## src/rtl/video_mix_pkg.sv

```systemverilog
// Shared types and constants for the video layer mixer: inversion modes and
// the palette power-up value.
package video_mix_pkg;

    typedef enum logic [1:0] {
        INV_OFF   = 2'd0,
        INV_FRAME = 2'd1,
        INV_BLINK = 2'd2,
        INV_FORCE = 2'd3
    } inv_mode_e;

    localparam int MAX_COLOR_W = 8;

    // Mid-grey {R,G,B} entry (each component 2^(color_w-1)-1), right-aligned
    // in a field wide enough for the largest supported component width.
    function automatic logic [3*MAX_COLOR_W-1:0] pal_reset_value(input int color_w);
        logic [3*MAX_COLOR_W-1:0] v;
        logic [MAX_COLOR_W-1:0]   c;
        c = MAX_COLOR_W'((1 << (color_w - 1)) - 1);
        v = '0;
        for (int k = 0; k < 3; k++) begin
            v = v | ((3*MAX_COLOR_W)'(c) << (k * color_w));
        end
        return v;
    endfunction

endpackage

```

## src/rtl/video_layer_mixer_if.sv

```systemverilog
// Pixel, timing, control and palette-write signals of the layer mixer.
interface video_layer_mixer_if #(
    parameter int NUM_LAYERS = 4,
    parameter int COLOR_W    = 4
);
    localparam int ADDR_W = $clog2(NUM_LAYERS);

    logic                  ce_pix;
    logic [NUM_LAYERS-1:0] layer_in;
    logic                  flash_in;
    logic                  hsync_in;
    logic                  vsync_in;
    logic                  hblank_in;
    logic                  vblank_in;
    logic                  color_mode;
    logic [1:0]            inv_mode;
    logic                  pal_we;
    logic                  pal_bank;
    logic [ADDR_W-1:0]     pal_addr;
    logic [3*COLOR_W-1:0]  pal_data;
    logic [COLOR_W-1:0]    r_out;
    logic [COLOR_W-1:0]    g_out;
    logic [COLOR_W-1:0]    b_out;
    logic                  hsync_out;
    logic                  vsync_out;
    logic                  hblank_out;
    logic                  vblank_out;
    logic                  inv_active;

    modport master (
        output ce_pix, layer_in, flash_in, hsync_in, vsync_in, hblank_in, vblank_in,
        output color_mode, inv_mode, pal_we, pal_bank, pal_addr, pal_data,
        input  r_out, g_out, b_out, hsync_out, vsync_out, hblank_out, vblank_out,
        input  inv_active
    );

    modport slave (
        input  ce_pix, layer_in, flash_in, hsync_in, vsync_in, hblank_in, vblank_in,
        input  color_mode, inv_mode, pal_we, pal_bank, pal_addr, pal_data,
        output r_out, g_out, b_out, hsync_out, vsync_out, hblank_out, vblank_out,
        output inv_active
    );
endinterface

```

## src/rtl/mix_palette.sv

```systemverilog
// Two-bank layer palette held in flops: one write port, one read port per
// layer for the currently selected bank.
module mix_palette
    import video_mix_pkg::*;
#(
    parameter int NUM_LAYERS = 4,
    parameter int COLOR_W    = 4,
    localparam int ADDR_W    = $clog2(NUM_LAYERS),
    localparam int ENTRY_W   = 3 * COLOR_W
) (
    input  logic                               clk_sys,
    input  logic                               reset_n,
    input  logic                               we,
    input  logic                               wr_bank,
    input  logic [ADDR_W-1:0]                  wr_addr,
    input  logic [ENTRY_W-1:0]                 wr_data,
    input  logic                               rd_bank,
    output logic [NUM_LAYERS-1:0][ENTRY_W-1:0] rd_data
);

    localparam logic [ENTRY_W-1:0] RESET_ENTRY = ENTRY_W'(pal_reset_value(COLOR_W));

    logic [1:0][NUM_LAYERS-1:0][ENTRY_W-1:0] pal_q;

    // Entry update; runs every clock so writes never wait for a pixel slot.
    always_ff @(posedge clk_sys or negedge reset_n) begin
        if (!reset_n) begin
            pal_q <= {(2*NUM_LAYERS){RESET_ENTRY}};
        end else if (we && (int'(wr_addr) < NUM_LAYERS)) begin
            pal_q[wr_bank][wr_addr] <= wr_data;
        end
    end

    assign rd_data = pal_q[rd_bank];

endmodule

```

## src/rtl/video_layer_mixer.sv

```systemverilog
// Mixes 1-bit video layers through a palette into RGB with saturation,
// frame-synchronous flash inversion and blanking; two pixel-enable stages.
module video_layer_mixer
    import video_mix_pkg::*;
#(
    parameter int NUM_LAYERS = 4,
    parameter int COLOR_W    = 4,
    parameter int BLINK_LOG2 = 3
) (
    input logic                 clk_sys,
    input logic                 reset_n,
    video_layer_mixer_if.slave  vif
);

    localparam int ENTRY_W = 3 * COLOR_W;
    localparam int SUM_W   = COLOR_W + $clog2(NUM_LAYERS);
    localparam int CNT_W   = BLINK_LOG2 + 1;

    // Clamp a layer sum to the output component range.
    function automatic logic [COLOR_W-1:0] sat_color(input logic [SUM_W-1:0] s);
        if (|s[SUM_W-1:COLOR_W]) begin
            return '1;
        end
        return s[COLOR_W-1:0];
    endfunction

    logic [NUM_LAYERS-1:0][ENTRY_W-1:0] pal_rd;

    mix_palette #(
        .NUM_LAYERS(NUM_LAYERS),
        .COLOR_W   (COLOR_W)
    ) u_palette (
        .clk_sys (clk_sys),
        .reset_n (reset_n),
        .we      (vif.pal_we),
        .wr_bank (vif.pal_bank),
        .wr_addr (vif.pal_addr),
        .wr_data (vif.pal_data),
        .rd_bank (vif.color_mode),
        .rd_data (pal_rd)
    );

    // ---------------- frame-level inversion control ----------------
    logic             vs_prev;
    logic             sticky;
    logic             latched;
    logic [CNT_W-1:0] frame_cnt;
    logic             inv_active;
    logic             frame_edge;
    logic             sticky_nx;
    logic             latched_nx;
    logic [CNT_W-1:0] frame_cnt_nx;
    logic             inv_nx;
    inv_mode_e        mode;

    assign frame_edge = vif.ce_pix & vif.vsync_in & ~vs_prev;
    assign mode       = inv_mode_e'(vif.inv_mode);

    // Next flash/frame state; inversion is derived from the post-edge values
    // so a new frame's setting is applied from its very first pixel.
    always_comb begin
        sticky_nx    = sticky;
        latched_nx   = latched;
        frame_cnt_nx = frame_cnt;
        inv_nx       = 1'b0;
        if (frame_edge) begin
            latched_nx   = sticky;
            sticky_nx    = vif.flash_in;
            frame_cnt_nx = frame_cnt + CNT_W'(1);
        end else if (vif.ce_pix & vif.flash_in & ~vif.hblank_in & ~vif.vblank_in) begin
            sticky_nx = 1'b1;
        end
        case (mode)
            INV_OFF:   inv_nx = 1'b0;
            INV_FRAME: inv_nx = latched_nx;
            INV_BLINK: inv_nx = latched_nx & frame_cnt_nx[BLINK_LOG2];
            INV_FORCE: inv_nx = 1'b1;
            default:   inv_nx = 1'b0;
        endcase
    end

    // Flash/frame state registers; inversion follows mode every clock.
    always_ff @(posedge clk_sys or negedge reset_n) begin
        if (!reset_n) begin
            vs_prev    <= 1'b0;
            sticky     <= 1'b0;
            latched    <= 1'b0;
            frame_cnt  <= '0;
            inv_active <= 1'b0;
        end else begin
            sticky     <= sticky_nx;
            latched    <= latched_nx;
            frame_cnt  <= frame_cnt_nx;
            inv_active <= inv_nx;
            if (vif.ce_pix) begin
                vs_prev <= vif.vsync_in;
            end
        end
    end

    // ---------------- stage 1: palette lookup per layer ----------------
    logic [NUM_LAYERS-1:0][ENTRY_W-1:0] term_p1;
    logic                               hs_p1, vs_p1, hb_p1, vb_p1;

    // Gate each layer's palette entry by its pixel bit; carry timing along.
    always_ff @(posedge clk_sys or negedge reset_n) begin
        if (!reset_n) begin
            term_p1 <= '0;
            hs_p1   <= 1'b0;
            vs_p1   <= 1'b0;
            hb_p1   <= 1'b0;
            vb_p1   <= 1'b0;
        end else if (vif.ce_pix) begin
            for (int i = 0; i < NUM_LAYERS; i++) begin
                term_p1[i] <= vif.layer_in[i] ? pal_rd[i] : '0;
            end
            hs_p1 <= vif.hsync_in;
            vs_p1 <= vif.vsync_in;
            hb_p1 <= vif.hblank_in;
            vb_p1 <= vif.vblank_in;
        end
    end

    // ---------------- stage 2: sum, saturate, invert, blank ----------------
    logic [SUM_W-1:0]   sum_r, sum_g, sum_b;
    logic [COLOR_W-1:0] pix_r, pix_g, pix_b;
    logic [COLOR_W-1:0] r_p2, g_p2, b_p2;
    logic               hs_p2, vs_p2, hb_p2, vb_p2;

    // Per-component sum across all layers, wide enough never to overflow.
    always_comb begin
        sum_r = '0;
        sum_g = '0;
        sum_b = '0;
        for (int i = 0; i < NUM_LAYERS; i++) begin
            sum_r = sum_r + SUM_W'(term_p1[i][3*COLOR_W-1 -: COLOR_W]);
            sum_g = sum_g + SUM_W'(term_p1[i][2*COLOR_W-1 -: COLOR_W]);
            sum_b = sum_b + SUM_W'(term_p1[i][COLOR_W-1   -: COLOR_W]);
        end
        pix_r = sat_color(sum_r) ^ {COLOR_W{inv_active}};
        pix_g = sat_color(sum_g) ^ {COLOR_W{inv_active}};
        pix_b = sat_color(sum_b) ^ {COLOR_W{inv_active}};
    end

    // Output register; blanking forces black even when inverting.
    always_ff @(posedge clk_sys or negedge reset_n) begin
        if (!reset_n) begin
            r_p2  <= '0;
            g_p2  <= '0;
            b_p2  <= '0;
            hs_p2 <= 1'b0;
            vs_p2 <= 1'b0;
            hb_p2 <= 1'b0;
            vb_p2 <= 1'b0;
        end else if (vif.ce_pix) begin
            if (hb_p1 | vb_p1) begin
                r_p2 <= '0;
                g_p2 <= '0;
                b_p2 <= '0;
            end else begin
                r_p2 <= pix_r;
                g_p2 <= pix_g;
                b_p2 <= pix_b;
            end
            hs_p2 <= hs_p1;
            vs_p2 <= vs_p1;
            hb_p2 <= hb_p1;
            vb_p2 <= vb_p1;
        end
    end

    assign vif.r_out      = r_p2;
    assign vif.g_out      = g_p2;
    assign vif.b_out      = b_p2;
    assign vif.hsync_out  = hs_p2;
    assign vif.vsync_out  = vs_p2;
    assign vif.hblank_out = hb_p2;
    assign vif.vblank_out = vb_p2;
    assign vif.inv_active = inv_active;

endmodule

```

## src/flat_wrapper.sv

```systemverilog
// flat-port wrapper written by rule: the top's interface ports become plain ports
module video_layer_mixer_flat import video_mix_pkg::*;
#(
    parameter int NUM_LAYERS = 4,
    parameter int COLOR_W    = 4,
    parameter int BLINK_LOG2 = 3
)
  (clk_sys, reset_n, vif_ce_pix, vif_layer_in, vif_flash_in, vif_hsync_in, vif_vsync_in, vif_hblank_in, vif_vblank_in, vif_color_mode, vif_inv_mode, vif_pal_we, vif_pal_bank, vif_pal_addr, vif_pal_data, vif_r_out, vif_g_out, vif_b_out, vif_hsync_out, vif_vsync_out, vif_hblank_out, vif_vblank_out, vif_inv_active);
  video_layer_mixer_if #(.NUM_LAYERS(NUM_LAYERS), .COLOR_W(COLOR_W)) vif_i ();
  input logic clk_sys;
  input logic reset_n;
  input wire logic [$bits(vif_i.ce_pix)-1:0] vif_ce_pix;
  input wire logic [$bits(vif_i.layer_in)-1:0] vif_layer_in;
  input wire logic [$bits(vif_i.flash_in)-1:0] vif_flash_in;
  input wire logic [$bits(vif_i.hsync_in)-1:0] vif_hsync_in;
  input wire logic [$bits(vif_i.vsync_in)-1:0] vif_vsync_in;
  input wire logic [$bits(vif_i.hblank_in)-1:0] vif_hblank_in;
  input wire logic [$bits(vif_i.vblank_in)-1:0] vif_vblank_in;
  input wire logic [$bits(vif_i.color_mode)-1:0] vif_color_mode;
  input wire logic [$bits(vif_i.inv_mode)-1:0] vif_inv_mode;
  input wire logic [$bits(vif_i.pal_we)-1:0] vif_pal_we;
  input wire logic [$bits(vif_i.pal_bank)-1:0] vif_pal_bank;
  input wire logic [$bits(vif_i.pal_addr)-1:0] vif_pal_addr;
  input wire logic [$bits(vif_i.pal_data)-1:0] vif_pal_data;
  output wire logic [$bits(vif_i.r_out)-1:0] vif_r_out;
  output wire logic [$bits(vif_i.g_out)-1:0] vif_g_out;
  output wire logic [$bits(vif_i.b_out)-1:0] vif_b_out;
  output wire logic [$bits(vif_i.hsync_out)-1:0] vif_hsync_out;
  output wire logic [$bits(vif_i.vsync_out)-1:0] vif_vsync_out;
  output wire logic [$bits(vif_i.hblank_out)-1:0] vif_hblank_out;
  output wire logic [$bits(vif_i.vblank_out)-1:0] vif_vblank_out;
  output wire logic [$bits(vif_i.inv_active)-1:0] vif_inv_active;
  assign vif_i.ce_pix = vif_ce_pix;
  assign vif_i.layer_in = vif_layer_in;
  assign vif_i.flash_in = vif_flash_in;
  assign vif_i.hsync_in = vif_hsync_in;
  assign vif_i.vsync_in = vif_vsync_in;
  assign vif_i.hblank_in = vif_hblank_in;
  assign vif_i.vblank_in = vif_vblank_in;
  assign vif_i.color_mode = vif_color_mode;
  assign vif_i.inv_mode = vif_inv_mode;
  assign vif_i.pal_we = vif_pal_we;
  assign vif_i.pal_bank = vif_pal_bank;
  assign vif_i.pal_addr = vif_pal_addr;
  assign vif_i.pal_data = vif_pal_data;
  assign vif_r_out = vif_i.r_out;
  assign vif_g_out = vif_i.g_out;
  assign vif_b_out = vif_i.b_out;
  assign vif_hsync_out = vif_i.hsync_out;
  assign vif_vsync_out = vif_i.vsync_out;
  assign vif_hblank_out = vif_i.hblank_out;
  assign vif_vblank_out = vif_i.vblank_out;
  assign vif_inv_active = vif_i.inv_active;
  video_layer_mixer #(.NUM_LAYERS(NUM_LAYERS), .COLOR_W(COLOR_W), .BLINK_LOG2(BLINK_LOG2)) u_core (.clk_sys(clk_sys), .reset_n(reset_n), .vif(vif_i));
endmodule
```

## config.mk

```make
export PLATFORM = sky130hd
export DESIGN_NAME = video_layer_mixer_flat
export DESIGN_NICKNAME = d
export VERILOG_FILES = /design/src/rtl/video_mix_pkg.sv /design/src/rtl/video_layer_mixer_if.sv /design/src/rtl/mix_palette.sv /design/src/rtl/video_layer_mixer.sv /design/src/flat_wrapper.sv
export SDC_FILE = /design/constraint.sdc
export NUM_CORES = 1
export LEC_CHECK = 0
export ABC_AREA = 0
export BUFFER_PORTS_ARGS = -buffer_cell sky130_fd_sc_hd__buf_2
export CAP_MARGIN = 25
export CORE_MARGIN = 2
export CORE_UTILIZATION = 40
export CTS_BUF_LIST = sky130_fd_sc_hd__clkbuf_4 sky130_fd_sc_hd__clkbuf_8
export DETAILED_ROUTE_END_ITERATION = 16
export GPL_TIMING_DRIVEN = 0
export PLACE_DENSITY = 0.55
export SLEW_MARGIN = 20
export SYNTH_ARGS = -nofsm -noshare
export SYNTH_HDL_FRONTEND = slang
export SYNTH_SLANG_ARGS = --single-unit
```

## constraint.sdc

```tcl
create_clock -name clk_sys -period 6.7 [get_ports clk_sys]
set_clock_uncertainty 0.1 [all_clocks]
set_input_delay 0.335 -clock clk_sys [delete_from_list [all_inputs] [get_ports clk_sys]]
set_output_delay 0.335 -clock clk_sys [all_outputs]
set_load 0.01 [all_outputs]
```

==> results.py <==
metrics = {
    "power_and_ir_drop": {
        "power_density_nw_per_um2": 328.2,
        "p_total_mw": 3.034,
        "ir_drop_uv": 118.9,
        "power_leakage_nw": 4.164,
    },
    "placement": {
        "io_buffer_count": 46,
        "pre_cts_ws_ns": 3.086,
        "place_congestion": 0.7921,
        "dpl.hpwl_um": 12730,
        "place_area_um2": 8790,
    },
    "die": {
        "die_w_um": 147.0,
        "num_rows": 52,
        "initial_core_util": 0.4058,
        "die_area_um2": 21620,
        "coreArea_um2": 20170,
        "die_h_um": 147.0,
        "num_io_pins": 48,
    },
    "worst_setup_path": {
        "critical_path_arrival_ns": 3.87,
        "start_kind": "flip-flop",
        "slowest_stage": "or4b_4",
        "path_max_fanout": 3,
        "path_delay_family": "adder cells",
        "cp_common_cell": "fa_1",
        "cpPeakStageDelay_ns": 0.55,
        "path_buf_inv": 1,
        "crit_required_ns": 6.95,
        "crit_type": "flip-flop to flip-flop",
        "endpoint_kind": "flip-flop",
        "crit_chain": "ha_1 -> inv_1 -> fa_1 -> xnor2_1 -> fa_1 -> fa_1 -> or4b_4 -> nor2_1 -> mux2i_1 -> a221o_1",
    },
    "synth": {
        "synth_area_leader_cell": "dfrtp_1",
        "async_flop_share": 1.000,
        "synth_nets": 668,
        "synth.most_common_cell": "mux2_2",
        "synth-seq-area-share": 0.5339,
        "yosys_warnings": 0,
        "synthTopCellsByArea": "dfrtp_1 (30%), dfstp_2 (23%), mux2_2 (14%)",
        "synth_common_cells": "mux2_2 (105), dfrtp_1 (99), dfstp_2 (72), mux2i_1 (51), o2bb2ai_1 (37)",
        "synth-edff-count": 0,
        "avgSynthCellArea_um2": 13.78,
        "synth-seq-cells": 171,
        "syn_area_um2": 8184,
        "synth_cell_types": 47,
        "synth_top_area_frac": 0.3027,
        "syn-instance-count": 594,
        "synth-main-ff-cell": "dfrtp_1",
    },
    "route": {
        "drt_iter0_drc": 184,
        "drtAntennaViolNets": 0,
        "routed_wl_um": 17660,
        "vias": 4912,
        "viasPerCell": 5.181,
        "wl_per_cell_um": 18.63,
        "drc": 0,
        "drt_first_pass_iters": 4,
    },
    "sta": {
        "rsz0062_at_grt": "no",
        "fmax_mhz": 276.1,
        "period_needed_ns": 3.622,
        "fin_crit_sh": 0.5406,
        "hold_violations": 0,
        "layout_setup_ws_ns": 3.078,
        "relSlewSlack": 0.4761,
        "finalSetupViolations": 0,
        "finalSetupTns_ns": 0,
        "worstMarginPinSlew_ns": 0.7858,
        "drv_slew": 0,
    },
    "layout": {
        "drive_gt1_frac": 0.4204,
        "nFillCells": 1861,
        "layout.nets": 739,
        "diodes": 0,
        "area_delta_synth_final_pct": 12.96,
        "fin_util": 0.4584,
        "fin_area_um2": 9245,
    },
    "grt": {
        "grt_pass1_vias": 5421,
        "antenna_found_initial": 0,
        "grt_use_met1": 0.2413,
        "grt-busiest-layer": "met2",
        "grt_usage": 0.1764,
        "overflow": 0,
        "grt_pass1_wl_um": 29430,
        "grt_util_met3": 0.02981,
        "met2_usage": 0.2946,
        "grt_max_degree": 102,
    },
    "cts": {
        "cts_tree": "yes",
        "clk_latency_ns": 0.45,
        "clock-root-buffer": "clkbuf_8",
        "cts_max_level": 4,
        "cts_buffers": 17,
        "clock-sinks": 171,
        "clock_path_buffers": 2,
        "clk_pin_slew_ns": 0.09,
    },
    "worst_hold_path": {
        "min_path_type": "input pin to flip-flop",
    },
    "outcome": {
        "status": "complete, no violations",
    },
    "run": {
        "cap_violations": 0,
    },
}
==> kinds of logic (layout without fill, tap and decap cells) <==
logic type / after synthesis / in the layout / synth area share
compound gates: 89 / 89 / 0.08729
xor+xnor: 11 / 11 / 0.01177
buf+inv: 58 / 142 / 0.03287
mux: 157 / 157 / 0.2082
simple gates: 65 / 65 / 0.04372
fa+ha+maj: 43 / 43 / 0.08225
flops: 171 / 171 / 0.5339
==> per-layer routing <==
| layer | share of wire | routed length, um |
|---|---|---|
| met1 | 0.47 | 8355 |
| met2 | 0.49 | 8604 |
| met3 | 0.029 | 509 |
| met4 | 0.011 | 195 |
| met5 | 0 | 0 |
==> registers in the layout, summed over array words and instances (netlist names), 4 cells and up <==
name / count
u_core.u_palette.pal_q: 96
u_core.frame_cnt: 4
u_core.vif.r_out: 4
u_core.vif.g_out: 4
u_core.term_p1: 48
u_core.vif.b_out: 4
==> path summary, 6_finish.rpt <==
check | depth (start not counted) | slack, ns | end | startpoint
worst max-delay path | 10 | 3.08 | u_core.vif.r_out[0] | u_core.term_p1[8]
worst min register to register | 1 | 0.38 | u_core.frame_cnt[2] | u_core.frame_cnt[2]
max in group asynchronous | 3 | 5.28 | u_core.u_palette.pal_q[62] | reset_n
worst max register to register | 10 | 3.08 | u_core.vif.r_out[0] | u_core.term_p1[8]
worst min-delay path | 3 | 0.02 | u_core.vif.inv_active | vif_inv_mode[1]
min in group asynchronous | 2 | 0.33 | u_core.vif.hsync_out | reset_n
==> area by class of cell <==
class | count | area [um^2] | area share
plain buffers | 28 | 156.4 | 0.01692
inverters | 30 | 112.6 | 0.01218
multi-input cells | 365 | 3546 | 0.3835
repair buffers | 52 | 317.8 | 0.03438
clock inverters | 14 | 157.7 | 0.01705
clock buffers | 18 | 247.7 | 0.02680
flip-flops and latches | 171 | 4369 | 0.4726
well taps | 270 | 337.8 | 0.03654
==> timing repair <==
action | 4_1_cts | 5_1_grt
endpoints found under the setup margin | 0 | 0
hold buffers | 5 | 0
endpoints found under the hold margin | 47 | 0
setup buffers | 0 | 0
resized for setup | 0 | 0
==> cell usage in the layout, fill, tap and decap left out, drive strengths merged, types with 4 or more instances in the layout <==
master       synthesis  routed
o21ai                7       7
xnor2                6       6
a21oi                4       4
o2bb2ai             37      37
ha                  25      25
nor2b                4       4
buf                 17      64
dlygate4sd3          0       5
inv                 30      36
fa                  18      18
mux2i               51      51
a21o                 6       6
a31oi                4       4
nor2                22      22
mux2               106     106
o22ai               12      12
nand2               12      12
clkbuf              11      29
dfrtp               99      99
dfstp               72      72
o221ai               4       4
a221o                6       6
xor2                 5       5
nor3                 4       4
nand2b               4       4
==> through the flow <==
stage               std cells  hold slack (ns)
floorplan                 594         -0.06059
global placement          910           0.3611
detailed placement        911           0.2414
CTS                       948        0.0001879
global route              948          0.01270
finish                    948          0.02469
==> worst reg2reg max path, stage by stage, from the launching register on <==
cell	delay [ns]
dfrtp_1	0.37
ha_1	0.18
inv_1	0.06
fa_1	0.41
xnor2_1	0.32
fa_1	0.53
fa_1	0.48
or4b_4	0.55
nor2_1	0.11
mux2i_1	0.09
a221o_1	0.32
==> where the power goes <==
group | switching (mW) | internal (mW)
clock network | 0.394 | 0.349
logic | 0.430 | 0.419
registers | 0.123 | 1.32
total | 0.948 | 2.09
(Power assumes the default switching activity.)
